## config.mk

```make
export PLATFORM = sky130hd
export DESIGN_NAME = alu_request_arbiter_flat
export DESIGN_NICKNAME = d
export VERILOG_FILES = /design/src/rtl/alu_request_arbiter_if.sv /design/src/rtl/alu_request_arbiter.sv /design/src/flat_wrapper.sv
export SDC_FILE = /design/constraint.sdc
export NUM_CORES = 1
export LEC_CHECK = 0
export CORE_ASPECT_RATIO = 1.4
export CORE_UTILIZATION = 40
export DETAILED_ROUTE_END_ITERATION = 6
export GPL_TIMING_DRIVEN = 0
export PLACE_DENSITY = 0.84
export SYNTH_ARGS = -nofsm -noshare
export SYNTH_HDL_FRONTEND = slang
export SYNTH_SLANG_ARGS = --single-unit
```

## constraint.sdc

```tcl
create_clock -name clk -period 5.21 [get_ports clk]
set_clock_uncertainty 0.15 [all_clocks]
set_input_delay 1.563 -clock clk [delete_from_list [all_inputs] [get_ports clk]]
set_output_delay 1.563 -clock clk [all_outputs]
set_load 0.01 [all_outputs]
```

## src/rtl/alu_request_arbiter_if.sv

```systemverilog
// alu_request_arbiter_if: requester/response bus between the requesters and the shared-ALU arbiter.
interface alu_request_arbiter_if #(
    parameter int N_REQ = 2
) ();
    logic [N_REQ-1:0]         req_valid;
    logic [N_REQ-1:0]         req_ready;
    logic [3*N_REQ-1:0]       req_op;
    logic [32*N_REQ-1:0]      req_a;
    logic [32*N_REQ-1:0]      req_b;
    logic                     rsp_valid;
    logic                     rsp_ready;
    logic [$clog2(N_REQ)-1:0] rsp_id;
    logic [31:0]              rsp_result;
    logic                     rsp_zero;
    logic                     rsp_overflow;
    logic                     rsp_err;

    modport master (
        output req_valid, req_op, req_a, req_b, rsp_ready,
        input  req_ready, rsp_valid, rsp_id, rsp_result, rsp_zero, rsp_overflow, rsp_err
    );

    modport slave (
        input  req_valid, req_op, req_a, req_b, rsp_ready,
        output req_ready, rsp_valid, rsp_id, rsp_result, rsp_zero, rsp_overflow, rsp_err
    );
endinterface

```

## src/rtl/alu_request_arbiter.sv

```systemverilog
// alu_request_arbiter: round-robin sharing of one pipelined 32-bit ALU between N_REQ requesters,
// one operation in flight, result and flags returned over a valid/ready response channel.
module alu_request_arbiter #(
    parameter int N_REQ       = 2,
    parameter int ALU_LATENCY = 2
) (
    input  logic                 clk,
    input  logic                 rst_n,
    alu_request_arbiter_if.slave bus,
    output logic [2:0]           alu_op,
    output logic [31:0]          alu_a,
    output logic [31:0]          alu_b,
    input  logic [31:0]          alu_result,
    input  logic                 alu_zero,
    input  logic                 alu_overflow,
    output logic                 busy
);
    localparam int IW = $clog2(N_REQ);
    localparam int CW = $clog2(ALU_LATENCY + 1);
    localparam logic [1:0] IDLE = 2'd0;
    localparam logic [1:0] EXEC = 2'd1;
    localparam logic [1:0] RESP = 2'd2;

    logic [1:0]    state_q, state_d;
    logic [IW-1:0] rr_q, rr_d, id_q, id_d, win, idx;
    logic [CW-1:0] cnt_q, cnt_d;
    logic [2:0]    op_q, op_d, win_op;
    logic [31:0]   a_q, a_d, b_q, b_d, res_q, res_d;
    logic          zero_q, zero_d, ovf_q, ovf_d, err_q, err_d, found;

    // Descending scan so the lowest offset from the rr pointer is the last (winning) assignment.
    always_comb begin
        win   = '0;
        idx   = '0;
        found = 1'b0;
        for (int k = N_REQ - 1; k >= 0; k--) begin
            idx = IW'((int'(rr_q) + k) % N_REQ);
            if (bus.req_valid[idx]) begin
                win   = idx;
                found = 1'b1;
            end
        end
    end

    assign win_op        = bus.req_op[3*win +: 3];
    assign bus.req_ready = (state_q == IDLE && found) ? N_REQ'(1) << win : '0;

    always_comb begin
        state_d = state_q;
        rr_d    = rr_q;
        id_d    = id_q;
        cnt_d   = cnt_q;
        op_d    = op_q;
        a_d     = a_q;
        b_d     = b_q;
        res_d   = res_q;
        zero_d  = zero_q;
        ovf_d   = ovf_q;
        err_d   = err_q;
        if (state_q == IDLE && found) begin
            id_d = win;
            rr_d = (win == IW'(N_REQ - 1)) ? '0 : win + 1'b1;
            // Codes 011 and 111 share low bits 11; they bypass the ALU and leave its inputs untouched.
            if (win_op[1:0] != 2'b11) begin
                op_d    = win_op;
                a_d     = bus.req_a[32*win +: 32];
                b_d     = bus.req_b[32*win +: 32];
                cnt_d   = CW'(ALU_LATENCY);
                state_d = EXEC;
            end else begin
                res_d   = '0;
                zero_d  = 1'b0;
                ovf_d   = 1'b0;
                err_d   = 1'b1;
                state_d = RESP;
            end
        end else if (state_q == EXEC) begin
            cnt_d = cnt_q - 1'b1;
            if (cnt_q == CW'(1)) begin
                res_d   = alu_result;
                zero_d  = alu_zero;
                ovf_d   = alu_overflow;
                err_d   = 1'b0;
                state_d = RESP;
            end
        end else if (state_q == RESP && bus.rsp_ready) begin
            state_d = IDLE;
        end
    end

    always_ff @(posedge clk or negedge rst_n) begin
        if (!rst_n) begin
            state_q <= IDLE;
            rr_q    <= '0;
            id_q    <= '0;
            cnt_q   <= '0;
            op_q    <= '0;
            a_q     <= '0;
            b_q     <= '0;
            res_q   <= '0;
            zero_q  <= 1'b0;
            ovf_q   <= 1'b0;
            err_q   <= 1'b0;
        end else begin
            state_q <= state_d;
            rr_q    <= rr_d;
            id_q    <= id_d;
            cnt_q   <= cnt_d;
            op_q    <= op_d;
            a_q     <= a_d;
            b_q     <= b_d;
            res_q   <= res_d;
            zero_q  <= zero_d;
            ovf_q   <= ovf_d;
            err_q   <= err_d;
        end
    end

    assign bus.rsp_valid    = state_q == RESP;
    assign bus.rsp_id       = id_q;
    assign bus.rsp_result   = res_q;
    assign bus.rsp_zero     = zero_q;
    assign bus.rsp_overflow = ovf_q;
    assign bus.rsp_err      = err_q;
    assign alu_op           = op_q;
    assign alu_a            = a_q;
    assign alu_b            = b_q;
    assign busy             = state_q != IDLE;
endmodule
```

## src/flat_wrapper.sv

```systemverilog
// flat-port wrapper written by rule: the top's interface ports become plain ports
module alu_request_arbiter_flat 
#(
    parameter int N_REQ       = 2,
    parameter int ALU_LATENCY = 2
)
  (clk, rst_n, alu_op, alu_a, alu_b, alu_result, alu_zero, alu_overflow, busy, bus_req_valid, bus_req_op, bus_req_a, bus_req_b, bus_rsp_ready, bus_req_ready, bus_rsp_valid, bus_rsp_id, bus_rsp_result, bus_rsp_zero, bus_rsp_overflow, bus_rsp_err);
  alu_request_arbiter_if #(.N_REQ(N_REQ)) bus_i ();
  input  logic clk;
  input  logic rst_n;
  output logic [2:0] alu_op;
  output logic [31:0] alu_a;
  output logic [31:0] alu_b;
  input  logic [31:0] alu_result;
  input  logic alu_zero;
  input  logic alu_overflow;
  output logic busy;
  input wire logic [$bits(bus_i.req_valid)-1:0] bus_req_valid;
  input wire logic [$bits(bus_i.req_op)-1:0] bus_req_op;
  input wire logic [$bits(bus_i.req_a)-1:0] bus_req_a;
  input wire logic [$bits(bus_i.req_b)-1:0] bus_req_b;
  input wire logic [$bits(bus_i.rsp_ready)-1:0] bus_rsp_ready;
  output wire logic [$bits(bus_i.req_ready)-1:0] bus_req_ready;
  output wire logic [$bits(bus_i.rsp_valid)-1:0] bus_rsp_valid;
  output wire logic [$bits(bus_i.rsp_id)-1:0] bus_rsp_id;
  output wire logic [$bits(bus_i.rsp_result)-1:0] bus_rsp_result;
  output wire logic [$bits(bus_i.rsp_zero)-1:0] bus_rsp_zero;
  output wire logic [$bits(bus_i.rsp_overflow)-1:0] bus_rsp_overflow;
  output wire logic [$bits(bus_i.rsp_err)-1:0] bus_rsp_err;
  assign bus_i.req_valid = bus_req_valid;
  assign bus_i.req_op = bus_req_op;
  assign bus_i.req_a = bus_req_a;
  assign bus_i.req_b = bus_req_b;
  assign bus_i.rsp_ready = bus_rsp_ready;
  assign bus_req_ready = bus_i.req_ready;
  assign bus_rsp_valid = bus_i.rsp_valid;
  assign bus_rsp_id = bus_i.rsp_id;
  assign bus_rsp_result = bus_i.rsp_result;
  assign bus_rsp_zero = bus_i.rsp_zero;
  assign bus_rsp_overflow = bus_i.rsp_overflow;
  assign bus_rsp_err = bus_i.rsp_err;
  alu_request_arbiter #(.N_REQ(N_REQ), .ALU_LATENCY(ALU_LATENCY)) u_core (.clk(clk), .rst_n(rst_n), .bus(bus_i), .alu_op(alu_op), .alu_a(alu_a), .alu_b(alu_b), .alu_result(alu_result), .alu_zero(alu_zero), .alu_overflow(alu_overflow), .busy(busy));
endmodule
```

==> flow_metrics.py, run 1 <==
metrics = {
    "worst_setup_path": {
        "r2r-start": "u_core.rr_q",
        "reg2reg_depth": 6,
        "start_kind": "input pin",
        "worst-path-max-fanout": 19,
        "cp-startpoint": "bus_req_valid[0]",
        "required_ns": 3.50,
        "crit_buf_inv": 3,
        "critPathMaxStageDelay_ns": 0.59,
        "rrSetupSlack_ns": 2.78,
        "cp_common_cell": "clkdlybuf4s50_1",
        "critPathCaptureType": "primary output",
        "r2r-end": "u_core.alu_a[30]",
        "slowest_stage": "clkdlybuf4s50_1",
        "cp_top_family": "buffers and inverters",
        "cp.arrival_ns": 3.36,
        "crit_chain": "clkdlybuf4s50_1 > nand2b_4 > nand2_2 > buf_6 > nor2_1 > clkdlybuf4s50_1",
        "crit_type": "input pin to primary output",
        "crit_cells": 6,
    },
    "finish": {
        "final_cell_mix": "clkdlybuf4s50_1, dfrtp_1, mux2_2",
        "drive_gt1_frac": 0.2266,
        "final_cells": 778,
        "antenna_cells": 0,
        "nets": 800,
        "layout_commonest_cell": "clkdlybuf4s50_1",
        "area_growth_pct": 68.35,
    },
    "route": {
        "routed_wl_um": 13830,
        "drt_first_pass_iters": 4,
        "drtIter0Drc": 86,
        "via_per_inst": 4.969,
        "via_count": 3866,
        "wl_per_cell_um": 17.78,
        "drc": 0,
        "drtAntennaViolNets": 0,
    },
    "power": {
        "ir_drop_mv": 0.2933,
        "total_power_uw": 4150,
        "leakage_uw": 0.003416,
        "powerDensity_nw_per_um2": 506.4,
    },
    "timing": {
        "setup_viol": 0,
        "fmaxAchievable_ghz": 0.1972,
        "setup_ws_ns": 0.1387,
        "period_needed_ns": 5.071,
        "tightest_slew_ns": 0.7196,
        "finalMaxSlewViolations": 0,
        "slew-limit-headroom": 0.5202,
        "finalHoldViolCount": 0,
        "rsz0062_at_grt": "false",
        "hold_slack_ns": 0.3276,
        "finalCritPeriodShare": 0.9734,
    },
    "global_routing": {
        "antenna_found_initial": 1,
        "grt.total_usage": 0.2218,
        "busiest_layer": "met2",
        "met3_usage": 0.06149,
        "use_met1": 0.2307,
        "use_met2": 0.4028,
        "grt_overflow": 0,
        "grt_start_max_net_pins": 58,
        "grt_pass1_vias": 4159,
        "grt_pass1_wl_um": 21160,
    },
    "synth": {
        "synthCells": 336,
        "avgSynthCellArea_um2": 14.49,
        "synth-edff-count": 0,
        "synth-main-ff-cell": "dfrtp_1",
        "synth.distinct_cells": 30,
        "synthArstFlopShare": 1.000,
        "ys_ff_latch": 108,
        "syn-num-nets": 510,
        "seq_area_frac_synth": 0.5553,
        "yosys_warnings": 0,
        "netlist_area_um2": 4867,
    },
    "cts": {
        "htreeDepth": 3,
        "root_buffer": "clkbuf_16",
        "clk_path_buf_depth": 2,
        "path_clk_slew_ns": 0.07,
        "cts_tree": "yes",
        "cts_setup_buffers": 0,
        "cts_made_buffers": 9,
        "hold_buffers": 0,
        "cts_sinks": 108,
        "clk_latency_ns": 0.34,
    },
    "job": {
        "maxCapViolCount": 0,
    },
    "status": {
        "status": "complete, no violations",
    },
    "floorplan": {
        "rows": 47,
        "dieHeight_um": 132.5,
        "ioPinCount": 280,
        "coreArea_um2": 11820,
        "fp.dieW_um": 95.23,
        "dieArea_um2": 12620,
        "start_util": 0.4118,
    },
    "min_path": {
        "hold_start": "u_core.bus.rsp_id",
        "holdPathStages": 1,
        "hp-class": "flip-flop to flip-flop",
        "hold_end": "u_core.bus.rsp_id",
    },
    "place": {
        "hpwl_um": 11050,
        "gp_congestion": 0.7749,
        "numPortBuffers": 279,
        "post-place-ws_ns": -0.4972,
        "place_inst": 763,
    },
}
worst register-to-register path, stage by stage, from the launching register on:
cell	delay, ns
dfrtp_1	0.38
nand2b_4	0.16
nand2_2	0.17
buf_6	0.25
clkbuf_1	0.49
mux2_2	0.40
mux2_1	0.30
synthesized netlist by cell type (all sizes together), types with 2 or more instances:
cell type | n | area, um^2
nand2b | 2 | 12.51
o31ai | 2 | 28.78
and3 | 2 | 12.51
o21ai | 3 | 15.01
mux2 | 130 | 1464
inv | 3 | 11.26
nor3 | 3 | 26.28
buf | 13 | 91.33
a211oi | 2 | 15.01
a21oi | 2 | 10.01
dfrtp | 108 | 2703
clkbuf | 9 | 33.78
a22o | 34 | 297.8
nor2b | 3 | 18.77
o21ba | 2 | 20.02
or2 | 2 | 12.51
nor2 | 6 | 22.52
a21o | 2 | 15.01
nand2 | 3 | 11.26
report_power, final:
| group | internal, uW | switching (uW) | leakage [uW] | total [uW] |
|---|---|---|---|---|
| Clock | 390 | 302 | 0.000146 | 692 |
| Sequential | 1230 | 212 | 0.00133 | 1450 |
| Combinational | 1240 | 775 | 0.00194 | 2010 |
area by class of cell:
type                       instances  area (um^2)
buffer                            21        127.6
inverter                           3        11.26
tap                              147        183.9
fill                             870         3626
clock buffer                      10        239.0
clock inverter                     6        71.32
sequential                       108         2703
timing repair buffer             280         2820
multi-input combinational        203         2038
state kept, by name, indices dropped and copies added, names as in the netlist:
name and count:
u_core.alu_a 32, u_core.alu_b 32, u_core.alu_op 3, u_core.bus.rsp_err 1
u_core.bus.rsp_id 1, u_core.bus.rsp_overflow 1, u_core.bus.rsp_result 32, u_core.bus.rsp_zero 1
u_core.cnt_q 2, u_core.rr_q 1, u_core.state_q 2
what timing repair did:
action,4_1_cts,5_1_grt
endpoints found under the setup margin,1,1
endpoints found under the hold margin,0,0
gates cloned,0,0
gates resized for setup,2,3
stage by stage:
| stage | utilization | instance area, um^2 | TNS [ns] |
|---|---|---|---|
| detailed placement | 0.6657 | 7869 | -0.4972 |
| global route | 0.6932 | 8194 | 0 |
| floorplan | - | 4867 | 0 |
| finish | 0.6932 | 8194 | 0 |
| global placement | 0.6636 | 7844 | -163.28 |
| CTS | 0.6922 | 8182 | 0 |
per-layer routing:
metal | share of wire | vias to the layer above
met2 | 0.52 | 185
li1 | - | 1810
met5 | 0.00087 | -
met1 | 0.35 | 1839
met4 | 0.029 | 2
met3 | 0.098 | 30
how the worst max path moves through the flow:
stage | slack [ns] | endpoint
after CTS | 0.007 | bus_req_ready[1]
after floorplan | 1.01 | bus_req_ready[1]
after global routing | 0.05 | bus_req_ready[1]
after detailed placement | -0.50 | bus_req_ready[1]
after global placement | -1.51 | u_core.alu_b[16]
final | 0.14 | bus_req_ready[1]
cell families after synthesis:
group / after synthesis / synth area share
buffers and inverters: 25 / 0.02802
muxes: 131 / 0.3028
AOI/OAI and AO/OA: 48 / 0.08432
DFF: 108 / 0.5553
adders and majority gates: 1 / 0.002570
and+or+nand+nor: 23 / 0.02699
Note: power is estimated with default switching activity, not from simulation.
==> run 2: changes to the inputs <==
Settings changed: CORE_UTILIZATION 40 to 41, PLACE_DENSITY 0.84 to 0.86, SETUP_SLACK_MARGIN set to 0.3.
==> run 2 against run 1 <==
  * Fmax increased by 6.6%
  * Non-clock buffer count increased by 1
  * Core utilization increased by 2.1 points
  * Worst setup slack improved by 0.32 ns
  * Critical path depth increased by 1
  * Wire length increased by 3.9%
  * Final area decreased by 0.12%
  * Global-route usage increased by 0.81 points
  * Sequential cell count unchanged
  * Largest cell class unchanged
==> flow_metrics.py, run 2 (synthesized netlist as in run 1, its figures left out) <==
metrics = {
    "status": {
        "status": "complete, no violations",
    },
    "cts": {
        "clk_path_buf_depth": 2,
        "clk_latency_ns": 0.34,
        "htreeDepth": 3,
        "root_buffer": "clkbuf_16",
        "cts_tree": "yes",
        "cts_setup_buffers": 0,
        "cts_sinks": 108,
        "cts_made_buffers": 9,
        "path_clk_slew_ns": 0.06,
    },
    "min_path": {
        "hold_start": "u_core.alu_a[20]",
        "hp-class": "flip-flop to flip-flop",
        "holdPathStages": 1,
        "hold_end": "u_core.alu_a[20]",
    },
    "timing": {
        "fmaxAchievable_ghz": 0.2103,
        "finalHoldViolCount": 0,
        "setup_ws_ns": 0.4540,
        "tightest_slew_ns": 0.7356,
        "finalMaxSlewViolations": 0,
        "finalCritPeriodShare": 0.9129,
        "setup_tns_ns": 0,
        "rsz0062_at_grt": "false",
        "slew-limit-headroom": 0.5096,
        "setup_viol": 0,
        "period_needed_ns": 4.756,
    },
    "worst_setup_path": {
        "cp_common_cell": "buf_4",
        "r2r-start": "u_core.state_q[0]",
        "critPathMaxStageDelay_ns": 0.50,
        "start_kind": "input pin",
        "cp.arrival_ns": 3.04,
        "required_ns": 3.50,
        "worst-path-max-fanout": 10,
        "critPathCaptureType": "primary output",
        "crit_type": "input pin to primary output",
        "crit_chain": "clkdlybuf4s50_1 > nand2b_4 > nand2_2 > buf_4 > buf_4 > nor2_2 > clkbuf_2",
        "reg2reg_depth": 6,
        "rrSetupSlack_ns": 2.79,
        "slowest_stage": "clkdlybuf4s50_1",
        "r2r-end": "u_core.alu_b[18]",
    },
    "route": {
        "drc": 0,
        "routed_wl_um": 14370,
        "drt_first_pass_iters": 4,
        "drtAntennaViolNets": 0,
        "via_count": 3883,
        "wl_per_cell_um": 18.50,
        "via_per_inst": 4.997,
        "drtIter0Drc": 83,
    },
    "finish": {
        "drive_gt1_frac": 0.2278,
        "nets": 801,
        "layout_commonest_cell": "clkdlybuf4s50_1",
        "final_cell_mix": "clkdlybuf4s50_1, dfrtp_1, mux2_2",
        "area_growth_pct": 68.15,
        "multiInputGateArea_um2": 2041,
        "num-fill-cells": 823,
        "seqCellArea_um2": 2703,
    },
    "global_routing": {
        "grt.total_usage": 0.2299,
        "grt_pass1_vias": 4062,
        "grt_overflow": 0,
        "grt_pass1_wl_um": 21120,
        "antenna_found_initial": 1,
        "grt_start_max_net_pins": 57,
    },
    "power": {
        "switching_power_uw": 1299,
        "switching_share": 0.3116,
        "ir_drop_mv": 0.3071,
        "pwr-share-seq": 0.350,
        "leakage_uw": 0.003413,
        "total_power_uw": 4169,
        "p_clk_frac": 0.166,
        "pwr-share-comb": 0.483,
        "internal-power_uw": 2870,
        "powerDensity_nw_per_um2": 509.4,
    },
    "place": {
        "numPortBuffers": 279,
        "post-place-ws_ns": -0.4176,
        "gp_congestion": 0.8029,
        "hpwl_um": 11390,
    },
    "floorplan": {
        "rows": 46,
        "fp.dieW_um": 94.09,
        "coreArea_um2": 11450,
        "start_util": 0.4250,
        "dieHeight_um": 130.9,
        "ioPinCount": 280,
        "dieArea_um2": 12320,
    },
    "job": {
        "maxCapViolCount": 0,
    },
}
[run 2: worst max path at each step]
| stage | start | endpoint | slack, ns |
|---|---|---|---|
| after global placement | rst_n | u_core.bus.rsp_result[25] | -1.45 |
| after floorplan | bus_req_valid[0] | bus_req_ready[1] | 1.01 |
| after detailed placement | bus_req_valid[0] | bus_req_ready[1] | -0.42 |
| final | bus_req_valid[0] | bus_req_ready[1] | 0.45 |
| after global routing | bus_req_valid[0] | bus_req_ready[1] | 0.36 |
| after CTS | bus_req_valid[0] | bus_req_ready[1] | 0.32 |
[run 2: what timing repair did]
action,CTS,global route
resized for setup,9,2
setup endpoints to repair,2,1
hold buffers,0,0
[run 2: per-layer routing]
| layer | global-route usage | wire, um |
|---|---|---|
| met1 | 0.2443 | 5049 |
| met3 | 0.05498 | 1206 |
| met5 | 0 | 0 |
| met4 | 0.1113 | 435 |
| met2 | 0.4234 | 7682 |
[run 2: power by group through the flow]
stage | logic [uW] | registers, uW | clock network (uW)
detailed placement | 2030 | 1470 | 0
finish | 2020 | 1460 | 694
floorplan | 730 | 1610 | 0
global route | 2140 | 1510 | 739
CTS | 2040 | 1460 | 707
global placement | 1970 | 1450 | 0
[run 2: through the flow]
| step | instances | util | hold WS (ns) | area [um^2] |
|---|---|---|---|---|
| finish | 777 | 0.7146 | 0.3357 | 8184 |
| global route | 777 | 0.7146 | 0.3509 | 8184 |
| CTS | 776 | 0.7147 | 0.3386 | 8185 |
| detailed placement | 760 | 0.6867 | 0.3147 | 7865 |
| global placement | 759 | 0.6845 | 0.3189 | 7840 |
| floorplan | 336 | - | 0.3052 | 4867 |
[run 2: area by class of cell]
cell class,instances,share of cell area
clock buffer,13,0.03180
tap,144,0.02202
buffer,22,0.01605
clock inverter,3,0.005504
multi-input combinational,203,0.2494
inverter,3,0.001376
sequential,108,0.3302
antenna,1,0.0003058
timing repair buffer,280,0.3434
[run 2: critical path: cells and delay by family]
kind | cells | cell delay [ns]
buffers and inverters | 4 | 1.08
and+or+nand+nor | 3 | 0.39
==> run 3: changes to the inputs <==
Settings changed: CAP_MARGIN set to 30.
==> run 3 against run 2 <==
  * First-iteration DRC count is the same
  * Via count unchanged
  * Fmax unchanged
  * Worst setup slack unchanged
  * Clock power about the same
  * Sequential cell count unchanged
  * Clock-buffer cell count stayed put
  * Worst hold slack stayed put
  * Critical endpoint unchanged
  * Largest cell class unchanged
==> flow_metrics.py, run 3 (synthesized netlist as in run 1, its figures left out) <==
metrics = {
    "worst_setup_path": {
        "crit_type": "input pin to primary output",
        "rrSetupSlack_ns": 2.79,
        "critPathMaxStageDelay_ns": 0.50,
        "crit_cells": 7,
        "cp.arrival_ns": 3.04,
        "cp_common_cell": "buf_4",
        "required_ns": 3.50,
        "crit_chain": "clkdlybuf4s50_1 > nand2b_4 > nand2_2 > buf_4 > buf_4 > nor2_2 > clkbuf_2",
        "worst-path-max-fanout": 10,
        "critPathCaptureType": "primary output",
        "crit_buf_inv": 4,
        "slowest_stage": "clkdlybuf4s50_1",
        "start_kind": "input pin",
        "reg2reg_depth": 6,
        "cp_top_family": "buffers and inverters",
    },
    "cts": {
        "path_clk_slew_ns": 0.06,
        "cts_tree": "yes",
        "hold_buffers": 0,
        "htreeDepth": 3,
        "root_buffer": "clkbuf_16",
        "post_cts_resized": 9,
        "clk_path_buf_depth": 2,
        "cts_setup_buffers": 0,
        "cts_made_buffers": 9,
        "clk_latency_ns": 0.34,
        "cts_sinks": 108,
    },
    "route": {
        "via_per_inst": 4.997,
        "drtIter0Drc": 83,
        "via_count": 3883,
        "wl_per_cell_um": 18.50,
        "drt_first_pass_iters": 4,
        "drc": 0,
        "drtAntennaViolNets": 0,
        "routed_wl_um": 14370,
    },
    "status": {
        "status": "complete, no violations",
    },
    "global_routing": {
        "use_met2": 0.4234,
        "grt_pass1_wl_um": 21120,
        "use_met1": 0.2443,
        "grt.total_usage": 0.2299,
        "grt_start_max_net_pins": 57,
        "grt_pass1_vias": 4062,
        "grt_overflow": 0,
        "met3_usage": 0.05498,
        "busiest_layer": "met2",
        "antenna_found_initial": 1,
    },
    "floorplan": {
        "fp.dieW_um": 94.09,
        "dieHeight_um": 130.9,
        "dieArea_um2": 12320,
        "start_util": 0.4250,
        "rows": 46,
        "coreArea_um2": 11450,
        "ioPinCount": 280,
    },
    "timing": {
        "tightest_slew_ns": 0.7356,
        "period_needed_ns": 4.756,
        "finalCritPeriodShare": 0.9129,
        "finalHoldViolCount": 0,
        "fmaxAchievable_ghz": 0.2103,
        "setup_ws_ns": 0.4540,
        "setup_viol": 0,
        "slew-limit-headroom": 0.5096,
        "hold_slack_ns": 0.3357,
        "rsz0062_at_grt": "false",
        "finalMaxSlewViolations": 0,
    },
    "finish": {
        "seqCellArea_um2": 2703,
        "drive_gt1_frac": 0.2278,
        "multiInputGateArea_um2": 2041,
        "final_cell_area_um2": 8184,
        "area_growth_pct": 68.15,
        "nets": 801,
        "layout_commonest_cell": "clkdlybuf4s50_1",
        "num-fill-cells": 823,
        "final_cell_mix": "clkdlybuf4s50_1, dfrtp_1, mux2_2",
    },
    "power": {
        "leakage_uw": 0.003413,
        "ir_drop_mv": 0.3071,
        "powerDensity_nw_per_um2": 509.4,
    },
    "place": {
        "numPortBuffers": 279,
        "post-place-ws_ns": -0.4176,
        "hpwl_um": 11390,
        "gp_congestion": 0.8029,
        "dpl_cell_area_um2": 7865,
    },
    "job": {
        "maxCapViolCount": 0,
    },
    "min_path": {
        "hp-class": "flip-flop to flip-flop",
        "holdPathStages": 1,
    },
}
[run 3: cell counts in the layout (fill, tap and decap cells not counted)]
No cell type changed its count.
[run 3: metal layers]
layer | vias up | wire length (um) | share of wire
met5 | - | 0 | 0
met4 | 0 | 435 | 0.030
met3 | 28 | 1206 | 0.084
met2 | 189 | 7682 | 0.53
met1 | 1855 | 5049 | 0.35
li1 | 1811 | - | -
[run 3: power breakdown]
group,switching (uW),internal (uW)
sequential,224,1240
clock,294,400
combinational,780,1230
[run 3: area by class of cell]
| type | instances | share of cell area |
|---|---|---|
| Antenna cell | 1 | 0.0003058 |
| Buffer | 22 | 0.01605 |
| Clock buffer | 13 | 0.03180 |
| Clock inverter | 3 | 0.005504 |
| Inverter | 3 | 0.001376 |
| Multi-Input combinational cell | 203 | 0.2494 |
| Sequential cell | 108 | 0.3302 |
| Tap cell | 144 | 0.02202 |
| Timing Repair Buffer | 280 | 0.3434 |
[run 3: metrics by stage]
step | setup TNS [ns] | util | total power (uW) | cells
floorplan | 0 | - | 2344 | 336
global placement | -156.23 | 0.6845 | 3413 | 759
detailed placement | -0.4176 | 0.6867 | 3499 | 760
CTS | 0 | 0.7147 | 4211 | 776
global route | 0 | 0.7146 | 4381 | 777
finish | 0 | 0.7146 | 4169 | 777
[run 3: path summary, 6_finish.rpt]
check	start	endpoint
max	bus_req_valid[0]	bus_req_ready[1]
min reg2reg	u_core.alu_a[20]	u_core.alu_a[20]
max reg2reg	u_core.state_q[0]	u_core.alu_b[18]
min	u_core.alu_a[20]	u_core.alu_a[20]
max in group asynchronous	rst_n	u_core.cnt_q[0]
min in group asynchronous	rst_n	u_core.alu_a[15]
[run 3: worst register-to-register path: cells and delay by family, from the launching register on]
family | cells | cell delay (ns)
multiplexers | 1 | 0.38
AND/OR/NAND/NOR | 3 | 0.82
buffers and inverters | 2 | 0.52
flip-flops | 1 | 0.43
